==> config.mk <==
export PLATFORM = sky130hd
export DESIGN_NAME = baud_tick_gen_flat
export DESIGN_NICKNAME = d
export VERILOG_FILES = /design/src/rtl/uart_pkg.sv /design/src/rtl/baud_tick_gen_if.sv /design/src/rtl/tick_prescaler.sv /design/src/rtl/baud_tick_gen.sv /design/src/flat_wrapper.sv
export SDC_FILE = /design/constraint.sdc
export NUM_CORES = 1
export LEC_CHECK = 0
export CAP_MARGIN = 20
export CORE_ASPECT_RATIO = 0.5
export CORE_MARGIN = 5
export CORE_UTILIZATION = 60
export CTS_CLUSTER_SIZE = 8
export DETAILED_ROUTE_END_ITERATION = 12
export GPL_ROUTABILITY_DRIVEN = 1
export PLACE_DENSITY = 0.84
export SLEW_MARGIN = 20
export SYNTH_ARGS = -nofsm -noshare
export SYNTH_HDL_FRONTEND = slang
export SYNTH_SLANG_ARGS = --single-unit
==> constraint.sdc <==
create_clock -name clk_in -period 4.9 [get_ports clk_in]
set_input_delay 0.735 -clock clk_in [delete_from_list [all_inputs] [get_ports clk_in]]
set_output_delay 0.735 -clock clk_in [all_outputs]
set_load 0.01 [all_outputs]
==> src/rtl/uart_pkg.sv <==
// Shared constants and types for the UART baud/tick generator.
package uart_pkg;

  // Default prescaler width and oversampling ratio.
  localparam int CNT_W      = 16;
  localparam int OVERSAMPLE = 16;

  // Divisors for a 50 MHz clk_in with 16x oversampling.
  // Each value is rounded to the nearest integer:
  // 50e6 / (16 * 9600)   - 1 = 324.5 -> 325
  // 50e6 / (16 * 115200) - 1 =  26.1 ->  26
  localparam int DIV_9600   = 325;
  localparam int DIV_115200 = 26;

  // Registered tick bundle presented to the framing datapaths.
  typedef struct packed {
    logic os;   // oversample tick
    logic bnd;  // bit boundary tick
    logic mid;  // bit centre tick
  } tick_t;

  // Ceiling log2. Returns at least 1, so a 1-entry counter still has a bit.
  function automatic int clog2(input int unsigned v);
    int r;
    r = 1;
    for (int i = 1; i < 32; i++)
      if ((32'd1 << i) < v) r = i + 1;
    return r;
  endfunction

endpackage

==> src/rtl/baud_tick_gen_if.sv <==
// Control/tick bundle between the baud generator and the UART datapaths.
interface baud_tick_gen_if #(
  parameter int CNT_W = uart_pkg::CNT_W
) ();

  logic             en;
  logic             sync;
  logic [CNT_W-1:0] div_in;
  logic             div_load;
  logic             div_ack;
  logic             os_tick;
  logic             bit_tick;
  logic             mid_tick;
  logic             clk_out;

  // Controller side: programs the divisor and consumes ticks.
  modport master (
    output en, sync, div_in, div_load,
    input  div_ack, os_tick, bit_tick, mid_tick, clk_out
  );

  // Generator side.
  modport slave (
    input  en, sync, div_in, div_load,
    output div_ack, os_tick, bit_tick, mid_tick, clk_out
  );

endinterface

==> src/rtl/tick_prescaler.sv <==
// Programmable prescaler: counts 0..div_active and flags the terminal
// cycle. Divisor changes are staged and only take effect when the count
// restarts (wrap/sync) or is frozen (en=0), so no period is ever truncated.
module tick_prescaler #(
  parameter int CNT_W       = 16,
  parameter int DEFAULT_DIV = 325
) (
  input  logic             clk_in,
  input  logic             rst,
  input  logic             en,
  input  logic             sync,
  input  logic [CNT_W-1:0] div_in,
  input  logic             div_load,
  output logic             div_ack,
  output logic             wrap
);

  localparam logic [CNT_W-1:0] DIV_RST = CNT_W'(DEFAULT_DIV);
  localparam logic [CNT_W-1:0] ONE     = CNT_W'(1);

  logic [CNT_W-1:0] pre_cnt;
  logic [CNT_W-1:0] div_active;
  logic [CNT_W-1:0] div_pending;
  logic             pend_valid;
  logic             apply;

  // Terminal count only counts while running; sync has priority.
  assign wrap  = en && !sync && (pre_cnt == div_active);

  // Safe points to swap the divisor: count restarting or frozen.
  assign apply = pend_valid && (wrap || sync || !en);

  // Prescaler count. The >= compare also covers re-enable after a
  // divisor shrink while frozen: an out-of-range count restarts at 0
  // without producing a wrap.
  always_ff @(posedge clk_in or negedge rst) begin
    if (!rst)
      pre_cnt <= '0;
    else if (sync)
      pre_cnt <= '0;
    else if (en)
      pre_cnt <= (pre_cnt >= div_active) ? '0 : pre_cnt + ONE;
  end

  // Divisor staging. A load coinciding with an apply leaves the new value
  // pending while the older one goes live.
  always_ff @(posedge clk_in or negedge rst) begin
    if (!rst) begin
      div_active  <= DIV_RST;
      div_pending <= '0;
      pend_valid  <= 1'b0;
      div_ack     <= 1'b0;
    end else begin
      div_ack <= apply;
      if (apply)
        div_active <= div_pending;
      if (div_load) begin
        div_pending <= div_in;
        pend_valid  <= 1'b1;
      end else if (apply) begin
        pend_valid  <= 1'b0;
      end
    end
  end

endmodule

==> src/rtl/baud_tick_gen.sv <==
// Baud tick generator: single-cycle enables for UART RX/TX framing plus a
// 50% duty baud square wave. Everything is on clk_in.
module baud_tick_gen
  import uart_pkg::*;
#(
  parameter int CNT_W       = uart_pkg::CNT_W,
  parameter int OVERSAMPLE  = uart_pkg::OVERSAMPLE,
  parameter int DEFAULT_DIV = DIV_9600
) (
  input  logic            clk_in,
  input  logic            rst,
  baud_tick_gen_if.slave  bus
);

  localparam int              OS_W   = clog2(OVERSAMPLE);
  localparam logic [OS_W-1:0] OS_TOP = OS_W'(OVERSAMPLE - 1);
  // os_cnt value whose wrap lands on the bit centre.
  localparam logic [OS_W-1:0] OS_PRE_MID = OS_W'(OVERSAMPLE / 2 - 1);
  localparam logic [OS_W-1:0] OS_ONE = OS_W'(1);

  logic            wrap;
  logic [OS_W-1:0] os_cnt;
  tick_t           tick_q;
  logic            clk_q;
  logic            at_top;
  logic            at_pre_mid;

  tick_prescaler #(
    .CNT_W       (CNT_W),
    .DEFAULT_DIV (DEFAULT_DIV)
  ) u_pre (
    .clk_in   (clk_in),
    .rst      (rst),
    .en       (bus.en),
    .sync     (bus.sync),
    .div_in   (bus.div_in),
    .div_load (bus.div_load),
    .div_ack  (bus.div_ack),
    .wrap     (wrap)
  );

  assign at_top     = (os_cnt == OS_TOP);
  assign at_pre_mid = (os_cnt == OS_PRE_MID);

  // Oversample position within the bit; explicit wrap so non power-of-two
  // ratios work.
  always_ff @(posedge clk_in or negedge rst) begin
    if (!rst)
      os_cnt <= '0;
    else if (bus.sync)
      os_cnt <= '0;
    else if (wrap)
      os_cnt <= at_top ? '0 : os_cnt + OS_ONE;
  end

  // Registered ticks; wrap already folds in en and sync, so freezes and
  // restarts suppress the next cycle's ticks.
  always_ff @(posedge clk_in or negedge rst) begin
    if (!rst) begin
      tick_q <= '0;
    end else begin
      tick_q.os  <= wrap;
      tick_q.bnd <= wrap && at_top;
      tick_q.mid <= wrap && at_pre_mid;
    end
  end

  // Square wave: high from bit boundary to bit centre.
  always_ff @(posedge clk_in or negedge rst) begin
    if (!rst)
      clk_q <= 1'b0;
    else if (bus.sync)
      clk_q <= 1'b0;
    else if (wrap && at_top)
      clk_q <= 1'b1;
    else if (wrap && at_pre_mid)
      clk_q <= 1'b0;
  end

  assign bus.os_tick  = tick_q.os;
  assign bus.bit_tick = tick_q.bnd;
  assign bus.mid_tick = tick_q.mid;
  assign bus.clk_out  = clk_q;

endmodule

==> src/flat_wrapper.sv <==
// flat-port wrapper written by rule: the top's interface ports become plain ports
module baud_tick_gen_flat import uart_pkg::*;
#(
  parameter int CNT_W       = uart_pkg::CNT_W,
  parameter int OVERSAMPLE  = uart_pkg::OVERSAMPLE,
  parameter int DEFAULT_DIV = DIV_9600
)
  (clk_in, rst, bus_en, bus_sync, bus_div_in, bus_div_load, bus_div_ack, bus_os_tick, bus_bit_tick, bus_mid_tick, bus_clk_out);
  baud_tick_gen_if #(.CNT_W(CNT_W)) bus_i ();
  input  logic clk_in;
  input  logic rst;
  input wire logic [$bits(bus_i.en)-1:0] bus_en;
  input wire logic [$bits(bus_i.sync)-1:0] bus_sync;
  input wire logic [$bits(bus_i.div_in)-1:0] bus_div_in;
  input wire logic [$bits(bus_i.div_load)-1:0] bus_div_load;
  output wire logic [$bits(bus_i.div_ack)-1:0] bus_div_ack;
  output wire logic [$bits(bus_i.os_tick)-1:0] bus_os_tick;
  output wire logic [$bits(bus_i.bit_tick)-1:0] bus_bit_tick;
  output wire logic [$bits(bus_i.mid_tick)-1:0] bus_mid_tick;
  output wire logic [$bits(bus_i.clk_out)-1:0] bus_clk_out;
  assign bus_i.en = bus_en;
  assign bus_i.sync = bus_sync;
  assign bus_i.div_in = bus_div_in;
  assign bus_i.div_load = bus_div_load;
  assign bus_div_ack = bus_i.div_ack;
  assign bus_os_tick = bus_i.os_tick;
  assign bus_bit_tick = bus_i.bit_tick;
  assign bus_mid_tick = bus_i.mid_tick;
  assign bus_clk_out = bus_i.clk_out;
  baud_tick_gen #(.CNT_W(CNT_W), .OVERSAMPLE(OVERSAMPLE), .DEFAULT_DIV(DEFAULT_DIV)) u_core (.clk_in(clk_in), .rst(rst), .bus(bus_i));
endmodule
==> metrics.txt <==
status completed; leak pwr 1.54 nW; leading cell type in the layout, fill and taps excluded dfrtp_1; via/cell ratio 5.95; router iterations before antenna repair 4; critical setup path kind primary input to flop; Critical Path Fanout Max 17; CTS Buf Count 9; IO buf count 25; R2R cell count 7; RSZ-0062 raised after global routing no; final core utilization 0.714; simple-gate portion of the synthesized area 0.155; clk buf depth 2; synth top area cells dfrtp_1 (46%), mux2_2 (12%), ha_1 (7.6%); DR DRC count 0; final RePlAce weighted congestion 0.825; vias in the first global route 2202; Worst Setup SP bus_sync; Mapped Area 2950 sq um; critical path, cell by cell clkdlybuf4s50_1, nand2b_1, o21ai_2, mux2_2; most frequently used flop master after synthesis dfrtp_1; CP Buf/Inv Count 1; Overflow after GRT 0; first-pass GRT wire length 10400 um; DP Area 3260 sq um; CP Capture Type flop; post-cts resize count 0; CTS clk-pin slew, worst paths 0.06 ns; final setup fails 0; pins over their slew limit 0; FF-to-FF End u_core.os_cnt[3]$_DFFE_PN0P_; routed length per instance 16.3 um; average size of a mapped cell 11.3 sq um; adder-cell area share of the yosys netlist 0.0763; Final Hold Fails 0; synthesized net count 300; nets@finish 331; Initial Utilization 0.610; crit path capture u_core.u_pre.div_active[12]$_DFFE_PN0P_; Min-Delay Path Class flop to flop; EDFF count, synth 0; setup TNS 0 ns; routed wire length 6000 um; gr usage total 0.214; post-synthesis sequential area ratio 0.493; antenna fix cells 0; CP max stage cell o21ai_2; share of cells above drive strength 1 0.205; clk_skew 0.00580 ns; xor/xnor share of the synthesized area 0.00297; clk root buf clkbuf_8; Synth cell types 43; Post-DRT Antenna Nets 0; Period Utilization, post-route 0.503; Mapped Cells 261; Reg area 1460 sq um; YS warnings 0; post-synthesis compound-gate area fraction 0.102; Fill cells 353; largest family of logic cells by synthesized area simple AND/OR/NAND/NOR gates; relative slew slack 0.454; Setup Slack @ Placement 2.08 ns; Tmin final 2.47 ns; post-route setup slack 2.43 ns; R2R Setup Slk 2.51 ns; Die Y 59.6 um; die area 6510 sq um; hold_ws 0.508 ns; total power divided by cell area 335 nW/um^2; Rows 18; Critical Path RT 5.12 ns; via count 2183; CORE AREA 4840 sq um; post-synthesis mux area share 0.129; most frequent cells in the layout dfrtp_1 (54), mux2_2 (32), clkdlybuf4s50_1 (24); Cells after DPL 351; worst skew pair latency 0.34 ns; total power 1.16 mW; Die X 109 um; max_cap viols 0; CP Data Arrival Time 2.69 ns; critical path startpoint category primary input; R2R Path Start u_core.u_pre.div_active[6]$_DFFE_PN1P_; Post-CTS Setup Bufs 0; antenna violations before repair 0; area occupied by multi-input gates 1370 sq um; H-tree level count 3; Layout Cells excl Fill 367; initial detailed-routing violation count 123; CTS tree done; area leader, netlist dfrtp_1; Async SR Flop Fraction 1.00; Synth top area share 0.458; I/O pin total 26; worst-margin pin slew 0.819 ns; # hold bufs at CTS 0; Top delay family on crit path compound AO/OA/AOI/OAI gates; final instance area 3460 sq um; post-DP HPWL 4350 um; worst vdd ir 0.232 mV; Syn-to-layout area delta 17.2%; CP max stage delay 0.69 ns; fmax 406 MHz; synthesized flop and latch total 58; CP Depth 4; pin count of the biggest net entering global routing 59; number of clock sinks 58
[cell families after synthesis]
logic type	count (synthesis)
adder cells (fa/ha/maj)	18
flip-flops	58
AO/OA/AOI/OAI	43
multiplexers	34
AND/OR/NAND/NOR	78
XOR/XNOR	1
buffers and inverters	29
[synthesized netlist by cell type, types with 3 or more instances]
cell type and n:
nand2_1 14, nand3_1 20, o21ai_0 4, and3_1 5
dfrtp_1 54, mux2_2 32, and4_1 3, a31oi_1 19
clkbuf_1 4, nand4_1 6, dfstp_2 4, ha_1 18
inv_1 21, nand3b_1 9, nor2_1 7, a21oi_1 8
[routing by layer]
metal  vias to the layer above  part of all wire  track usage
met2                        63              0.48        0.361
met1                      1073              0.44        0.263
met4                         0             0.020       0.0941
met5                         -                 0            0
li1                       1035                 -            -
met3                        12             0.063       0.0598
[sequential cells by signal (all words and copies together), names as in the netlist]
name / cells
u_core.bus.os_tick: 1
u_core.u_pre.pend_valid: 1
u_core.bus.mid_tick: 1
u_core.u_pre.div_ack: 1
u_core.bus.clk_out: 1
u_core.u_pre.div_pending: 16
u_core.os_cnt: 4
u_core.u_pre.pre_cnt: 16
u_core.bus.bit_tick: 1
u_core.u_pre.div_active: 16
[area by class of cell]
| type | count | area share |
|---|---|---|
| Timing Repair Buffer | 28 | 0.0774 |
| Inverter | 21 | 0.0228 |
| Tap cell | 70 | 0.0253 |
| Sequential cell | 58 | 0.421 |
| Clock inverter | 2 | 0.0101 |
| Clock buffer | 14 | 0.0470 |
| Multi-Input combinational cell | 174 | 0.396 |
[power by group]
part / switching, mW / total (mW) / leakage [nW] / internal [mW]
logic: 0.0797 / 0.161 / 0.717 / 0.0813
registers: 0.0308 / 0.559 / 0.727 / 0.528
clock network: 0.177 / 0.439 / 0.101 / 0.262
[how the worst min path moves through the flow]
stage,start,endpoint,cells past startpoint
global placement,u_core.u_pre.div_active[9]$_DFFE_PN0P_,u_core.u_pre.div_active[9]$_DFFE_PN0P_,1
global route,u_core.u_pre.div_pending[8]$_DFFE_PN0P_,u_core.u_pre.div_active[8]$_DFFE_PN1P_,1
floorplan,rst,u_core.bus.bit_tick$_DFF_PN0_,0
CTS,u_core.u_pre.div_pending[8]$_DFFE_PN0P_,u_core.u_pre.div_active[8]$_DFFE_PN1P_,1
detailed placement,u_core.u_pre.div_pending[8]$_DFFE_PN0P_,u_core.u_pre.div_active[8]$_DFFE_PN1P_,1
finish,u_core.u_pre.div_pending[8]$_DFFE_PN0P_,u_core.u_pre.div_active[8]$_DFFE_PN1P_,1
Note: power is estimated with default switching activity, not from simulation.
==> variant 1, RTL diff (config.mk and constraints unchanged) <==
`CNT_W` is set to 16 in 2 places; all go to 32.
--- a/src/rtl/uart_pkg.sv
+++ b/src/rtl/uart_pkg.sv
@@ -2,7 +2,7 @@
 package uart_pkg;
 
   // Default prescaler width and oversampling ratio.
-  localparam int CNT_W      = 16;
+  localparam int CNT_W      = 32;
   localparam int OVERSAMPLE = 16;
 
   // Divisors for a 50 MHz clk_in with 16x oversampling.
--- a/src/rtl/tick_prescaler.sv
+++ b/src/rtl/tick_prescaler.sv
@@ -2,7 +2,7 @@
 // cycle. Divisor changes are staged and only take effect when the count
 // restarts (wrap/sync) or is frozen (en=0), so no period is ever truncated.
 module tick_prescaler #(
-  parameter int CNT_W       = 16,
+  parameter int CNT_W       = 32,
   parameter int DEFAULT_DIV = 325
 ) (
   input  logic             clk_in,
Ports: changed (resized bus_div_in); port bits go from 26 to 42. No check against the original RTL was run, so the function may have changed too.
==> variant 1 against the unedited design <==
- worst setup slack got worse by 0.87 ns
- register-to-register slack got worse by 0.94 ns
- sequential cell count rose by 48
- combinational power rose by 63%
- power rose by 74%
- sequential power rose by 79%
- final area rose by 79%
- clock skew rose by 0.00066 ns
- routed wire length rose by 83%
- via count rose by 75%
- synthesized area rose by 82%
==> variant 1: results (changes against the unedited design) <==
outcome: finished clean (unchanged)
worst min-delay path category: in -> async (was reg -> reg)
Max VDD drop: 0.000179 V (was 0.000232 V)
post-synthesis adder-cell area fraction: 7.93% (was 7.63%)
share of cells above drive strength 1: 17.6% (was 20.5%)
top flop regs: u_core.u_pre.div_active (32), u_core.u_pre.div_pending (32), u_core.u_pre.pre_cnt (32) (was u_core.u_pre.div_active (16), u_core.u_pre.div_pending (16), u_core.u_pre.pre_cnt (16))
number of global-route vias before repair: 3944 (was 2202)
Non-clk bufs: 45 (was 28)
FP Rows: 24 (was 18)
LEAKAGE: 2.78 nW (was 1.54 nW)
wire length per cell: 16.9 um (was 16.3 um)
Synth top cells by count: dfrtp_1 (102), mux2_2 (65), nand2_1 (48) (was dfrtp_1 (54), mux2_2 (32), inv_1 (21))
multiplexer share of the synthesized area: 14.6% (was 12.9%)
first-pass GRT wire length: 19000 um (was 10400 um)
gr usage total: 21.6% (was 21.4%)
compound-cell area share of the yosys netlist: 7.84% (was 10.2%)
Crit-path slowest cell: and3_1 (was o21ai_2)
Root Driver: clkbuf_16 (was clkbuf_8)
register area share after synthesis: 49.6% (was 49.3%)
DRC violation total after the first TritonRoute iteration: 270 (was 123)
clock latency on the worst-skew pair: 0.36 ns (was 0.34 ns)
largest net degree at the start of global routing: 70 (was 59)
inverters: 40 (was 21)
clk_skew: 0.00646 ns (was 0.00580 ns)
Area after DPL: 0.00587 mm^2 (was 0.00326 mm^2)
clock share of power: 37.4% (was 37.9%)
fill cell count: 642 (was 353)
worst-margin pin slew: 1.08 ns (was 0.819 ns)
variant 1: changes by cell type in the layout (fill, tap and decap cells not counted), moves of 17 or more:
| cell | change |
|---|---|
| dfrtp_1 | +48 |
| nand2_1 | +34 |
| mux2_2 | +33 |
| inv_1 | +19 |
| o21ai_0 | +17 |
variant 1: through the flow:
step / cells / total power [mW] / hold WS (ns) / setup WS (ns) / utilization, %
6_report: 652 / 2.02 / 0.486 / 1.57 / 70.9
5_1_grt: 652 / 2.12 / 0.524 / 1.40 / 70.9
4_1_cts: 652 / 2.03 / 0.508 / 1.65 / 70.9
3_5_place_dp: 636 / 1.28 / 0.492 / 1.46 / 67.4
3_3_place_gp: 636 / 1.26 / 0.489 / 1.54 / 67.4
2_1_floorplan: 488 / 1.18 / 0.439 / 2.33 / -
variant 1: final timing paths:
| path | start | endpoint | cells past startpoint |
|---|---|---|---|
| worst max-delay path | u_core.u_pre.div_active[2]$_DFFE_PN1P_ | u_core.u_pre.pre_cnt[21]$_DFFE_PN0P_ | 9 |
| worst min-delay path | rst | u_core.u_pre.pre_cnt[2]$_DFFE_PN0P_ | 1 |
| worst max register to register | u_core.u_pre.div_active[2]$_DFFE_PN1P_ | u_core.u_pre.pre_cnt[21]$_DFFE_PN0P_ | 9 |
| worst min register to register | u_core.u_pre.div_pending[10]$_DFFE_PN0P_ | u_core.u_pre.div_active[10]$_DFFE_PN0P_ | 1 |
| max in group asynchronous | rst | u_core.u_pre.div_active[8]$_DFFE_PN1P_ | 2 |
| min in group clk_in | u_core.u_pre.div_pending[10]$_DFFE_PN0P_ | u_core.u_pre.div_active[10]$_DFFE_PN0P_ | 1 |
==> variant 2, RTL diff (config.mk and constraints unchanged) <==
Without the edit above. Reset style: synchronous (`rst`), changed in 5 clocked blocks.
--- a/src/rtl/tick_prescaler.sv
+++ b/src/rtl/tick_prescaler.sv
@@ -33,7 +33,7 @@
   // Prescaler count. The >= compare also covers re-enable after a
   // divisor shrink while frozen: an out-of-range count restarts at 0
   // without producing a wrap.
-  always_ff @(posedge clk_in or negedge rst) begin
+  always_ff @(posedge clk_in) begin
     if (!rst)
       pre_cnt <= '0;
     else if (sync)
@@ -44,7 +44,7 @@
 
   // Divisor staging. A load coinciding with an apply leaves the new value
   // pending while the older one goes live.
-  always_ff @(posedge clk_in or negedge rst) begin
+  always_ff @(posedge clk_in) begin
     if (!rst) begin
       div_active  <= DIV_RST;
       div_pending <= '0;
--- a/src/rtl/baud_tick_gen.sv
+++ b/src/rtl/baud_tick_gen.sv
@@ -44,7 +44,7 @@
 
   // Oversample position within the bit; explicit wrap so non power-of-two
   // ratios work.
-  always_ff @(posedge clk_in or negedge rst) begin
+  always_ff @(posedge clk_in) begin
     if (!rst)
       os_cnt <= '0;
     else if (bus.sync)
@@ -55,7 +55,7 @@
 
   // Registered ticks; wrap already folds in en and sync, so freezes and
   // restarts suppress the next cycle's ticks.
-  always_ff @(posedge clk_in or negedge rst) begin
+  always_ff @(posedge clk_in) begin
     if (!rst) begin
       tick_q <= '0;
     end else begin
@@ -66,7 +66,7 @@
   end
 
   // Square wave: high from bit boundary to bit centre.
-  always_ff @(posedge clk_in or negedge rst) begin
+  always_ff @(posedge clk_in) begin
     if (!rst)
       clk_q <= 1'b0;
     else if (bus.sync)
Formal check against the unedited RTL: differs if rst is asserted again (counterexample within 4 cycles, from zero or initial values and one cycle with rst low); with rst held inactive, the same outputs for 10 cycles.
==> variant 2 against the unedited design <==
- sequential cell count unchanged
- largest cell class is now multi-input combinational cells
- routed wire length down 5.9%
- first-iteration DRC count down 38%
- fmax down 13%
- clock skew up 0.0017 ns
- highest routed layer unchanged
- synthesized area down 8.1%
- synthesized cell count up 15%
- die area down 7.0%
- final area down 7.5%
- critical endpoint is now u_core.u_pre.div_active[2]$_SDFFE_PN1P_
- worst setup slack worse by 0.36 ns
Power is not compared: it rests on default switching activity, and its combinational part moved more than twofold at a synthesized area within 25%.
==> variant 2: results (changes against the unedited design) <==
post-CTS setup buffer count: 0 (unchanged)
fraction of registers with async set/reset: 0% (was 100%)
Crit path max-delay family: buffers and inverters (was compound AO/OA/AOI/OAI gates)
multiplexer share of the synthesized area: 7.74% (was 12.9%)
clk_skew: 0.00754 ns (was 0.00580 ns)
dpl ws: 1.75 ns (was 2.08 ns)
cells after synthesis: 299 (was 261)
Synth top cells by count: dfxtp_1 (58), nor2_1 (40), nand2_1 (30) (was dfrtp_1 (54), mux2_2 (32), inv_1 (21))
register area share after synthesis: 42.8% (was 49.3%)
crit path max fanout: 29 (was 17)
gr usage total: 20.0% (was 21.4%)
number of global-route vias before repair: 2028 (was 2202)
Port Buffers: 25 (unchanged)
Area after DPL: 0.00298 mm^2 (was 0.00326 mm^2)
DRC violation total after the first TritonRoute iteration: 76 (was 123)
pwr dens: 332 mW/mm^2
share of cells above drive strength 1: 9.09% (was 20.5%)
Inst Count DP: 371 (was 351)
outcome: finished clean (unchanged)
Crit-path slowest cell: o21ai_2 (unchanged)
wire length per cell: 14.6 um (was 16.3 um)
drt total wl: 5640 um (was 6000 um)
compound-cell area share of the yosys netlist: 8.34% (was 10.2%)
syn_nets: 338 (was 300)
RR Endpoint: u_core.u_pre.div_active[2]$_SDFFE_PN1P_ (was u_core.os_cnt[3]$_DFFE_PN0P_)
Nets: 364 (was 331)
HP Start: u_core.u_pre.div_pending[9]$_SDFFE_PN0P_ (was u_core.u_pre.div_pending[8]$_DFFE_PN0P_)
worst r2r src: u_core.u_pre.pre_cnt[0]$_SDFFE_PP0P_ (was u_core.u_pre.div_active[6]$_DFFE_PN1P_)
post_cts resized: 0 (unchanged)
first-pass GRT wire length: 9470 um (was 10400 um)
commonest register cell after synthesis: dfxtp_1 (was dfrtp_1)
via count: 2142 (was 2183)
Max clock buf depth: 2 (unchanged)
top flop regs: u_core.u_pre.div_active (16), u_core.u_pre.div_pending (16), u_core.u_pre.pre_cnt (16) (unchanged)
first drt pass iteration count: 6 (was 4)
Yosys cell types: 38 (was 43)
switch share: 23.7%
Synth area leaders: dfxtp_1 (43%), ha_1 (8.3%), mux2i_1 (7.7%), nor2_1 (5.5%), nand3_1 (4.4%) (was dfrtp_1 (46%), mux2_2 (12%), ha_1 (7.6%), a31oi_1 (4.0%), dfstp_2 (3.6%))
crit-path max cell delay: 0.83 ns (was 0.69 ns)
worst min-delay path category: reg -> reg (unchanged)
Hold Path Depth: 2 (was 1)
Placer Congestion: 0.798 (was 0.825)
R2R setup slack: 2.31 ns (was 2.51 ns)
DP Wirelength: 3910 um (was 4350 um)
largest net degree at the start of global routing: 33 (was 59)
final hold slack: 0.455 ns (was 0.508 ns)
post-synthesis adder-cell area fraction: 8.29% (was 7.63%)
hold worst-path end: u_core.u_pre.div_active[9]$_SDFFE_PN0P_ (was u_core.u_pre.div_active[8]$_DFFE_PN1P_)
Synth Area in XOR/XNOR: 4.84% (was 0.297%)
worst-margin pin slew: 1.07 ns (was 0.819 ns)
n_diodes: 0 (unchanged)
cts bufs inserted: 9 (unchanged)
critical path data arrival time: 3.05 ns (was 2.69 ns)
-- variant 2: changes by cell type in the layout (fill, tap and decap cells not counted), moves of 5 or more --
cell,unedited run,this run
o21ai_1,0,6
a31oi_1,19,0
mux2i_1,2,21
nand3b_1,9,0
xnor2_1,1,6
nor2_1,7,40
nand2_1,14,30
dfrtp_1,54,0
dfxtp_1,0,58
o21ai_0,4,11
xor2_1,0,9
mux2_2,32,0
-- variant 2: how the worst max path moves through the flow --
stage                                         startpoint                                       to  slack (ns)  cells after the start
floorplan           u_core.u_pre.pre_cnt[0]$_SDFFE_PP0P_  u_core.u_pre.div_active[0]$_SDFFE_PN1P_        3.13                      8
global placement                                  bus_en  u_core.u_pre.div_active[2]$_SDFFE_PN1P_        1.84                      6
detailed placement                                bus_en  u_core.u_pre.div_active[2]$_SDFFE_PN1P_        1.75                      6
CTS                                               bus_en  u_core.u_pre.div_active[2]$_SDFFE_PN1P_        2.10                      6
global route                                      bus_en  u_core.u_pre.div_active[2]$_SDFFE_PN1P_        1.88                      6
finish                                            bus_en  u_core.u_pre.div_active[2]$_SDFFE_PN1P_        2.07                      6
-- variant 2: layer usage --
metal / part of all wire, % / track usage (%) / wire [um] / vias up
met2: 47 / 31.2 / 2640 / 62
met5: 0 / 0 / 0 / -
met4: 1.7 / 8.20 / 94 / 0
met1: 45 / 24.9 / 2550 / 995
met3: 6.4 / 7.91 / 359 / 12
li1: - / - / - / 1073
-- variant 2: layout make-up --
class                   instances  area [um^2]
clock buffers                   9          124
clock inverters                 7          101
fillers                       304         1180
inverters                      21         78.8
multi-input cells             209         1410
flip-flops and latches         58         1160
well taps                      57         71.3
repair buffers                 26          258
-- variant 2: tightest hold or removal path, cell delays in order (launching register included) --
cell and delay (ns):
dfxtp_1 0.31, nand2_1 0.05, o21ai_1 0.05
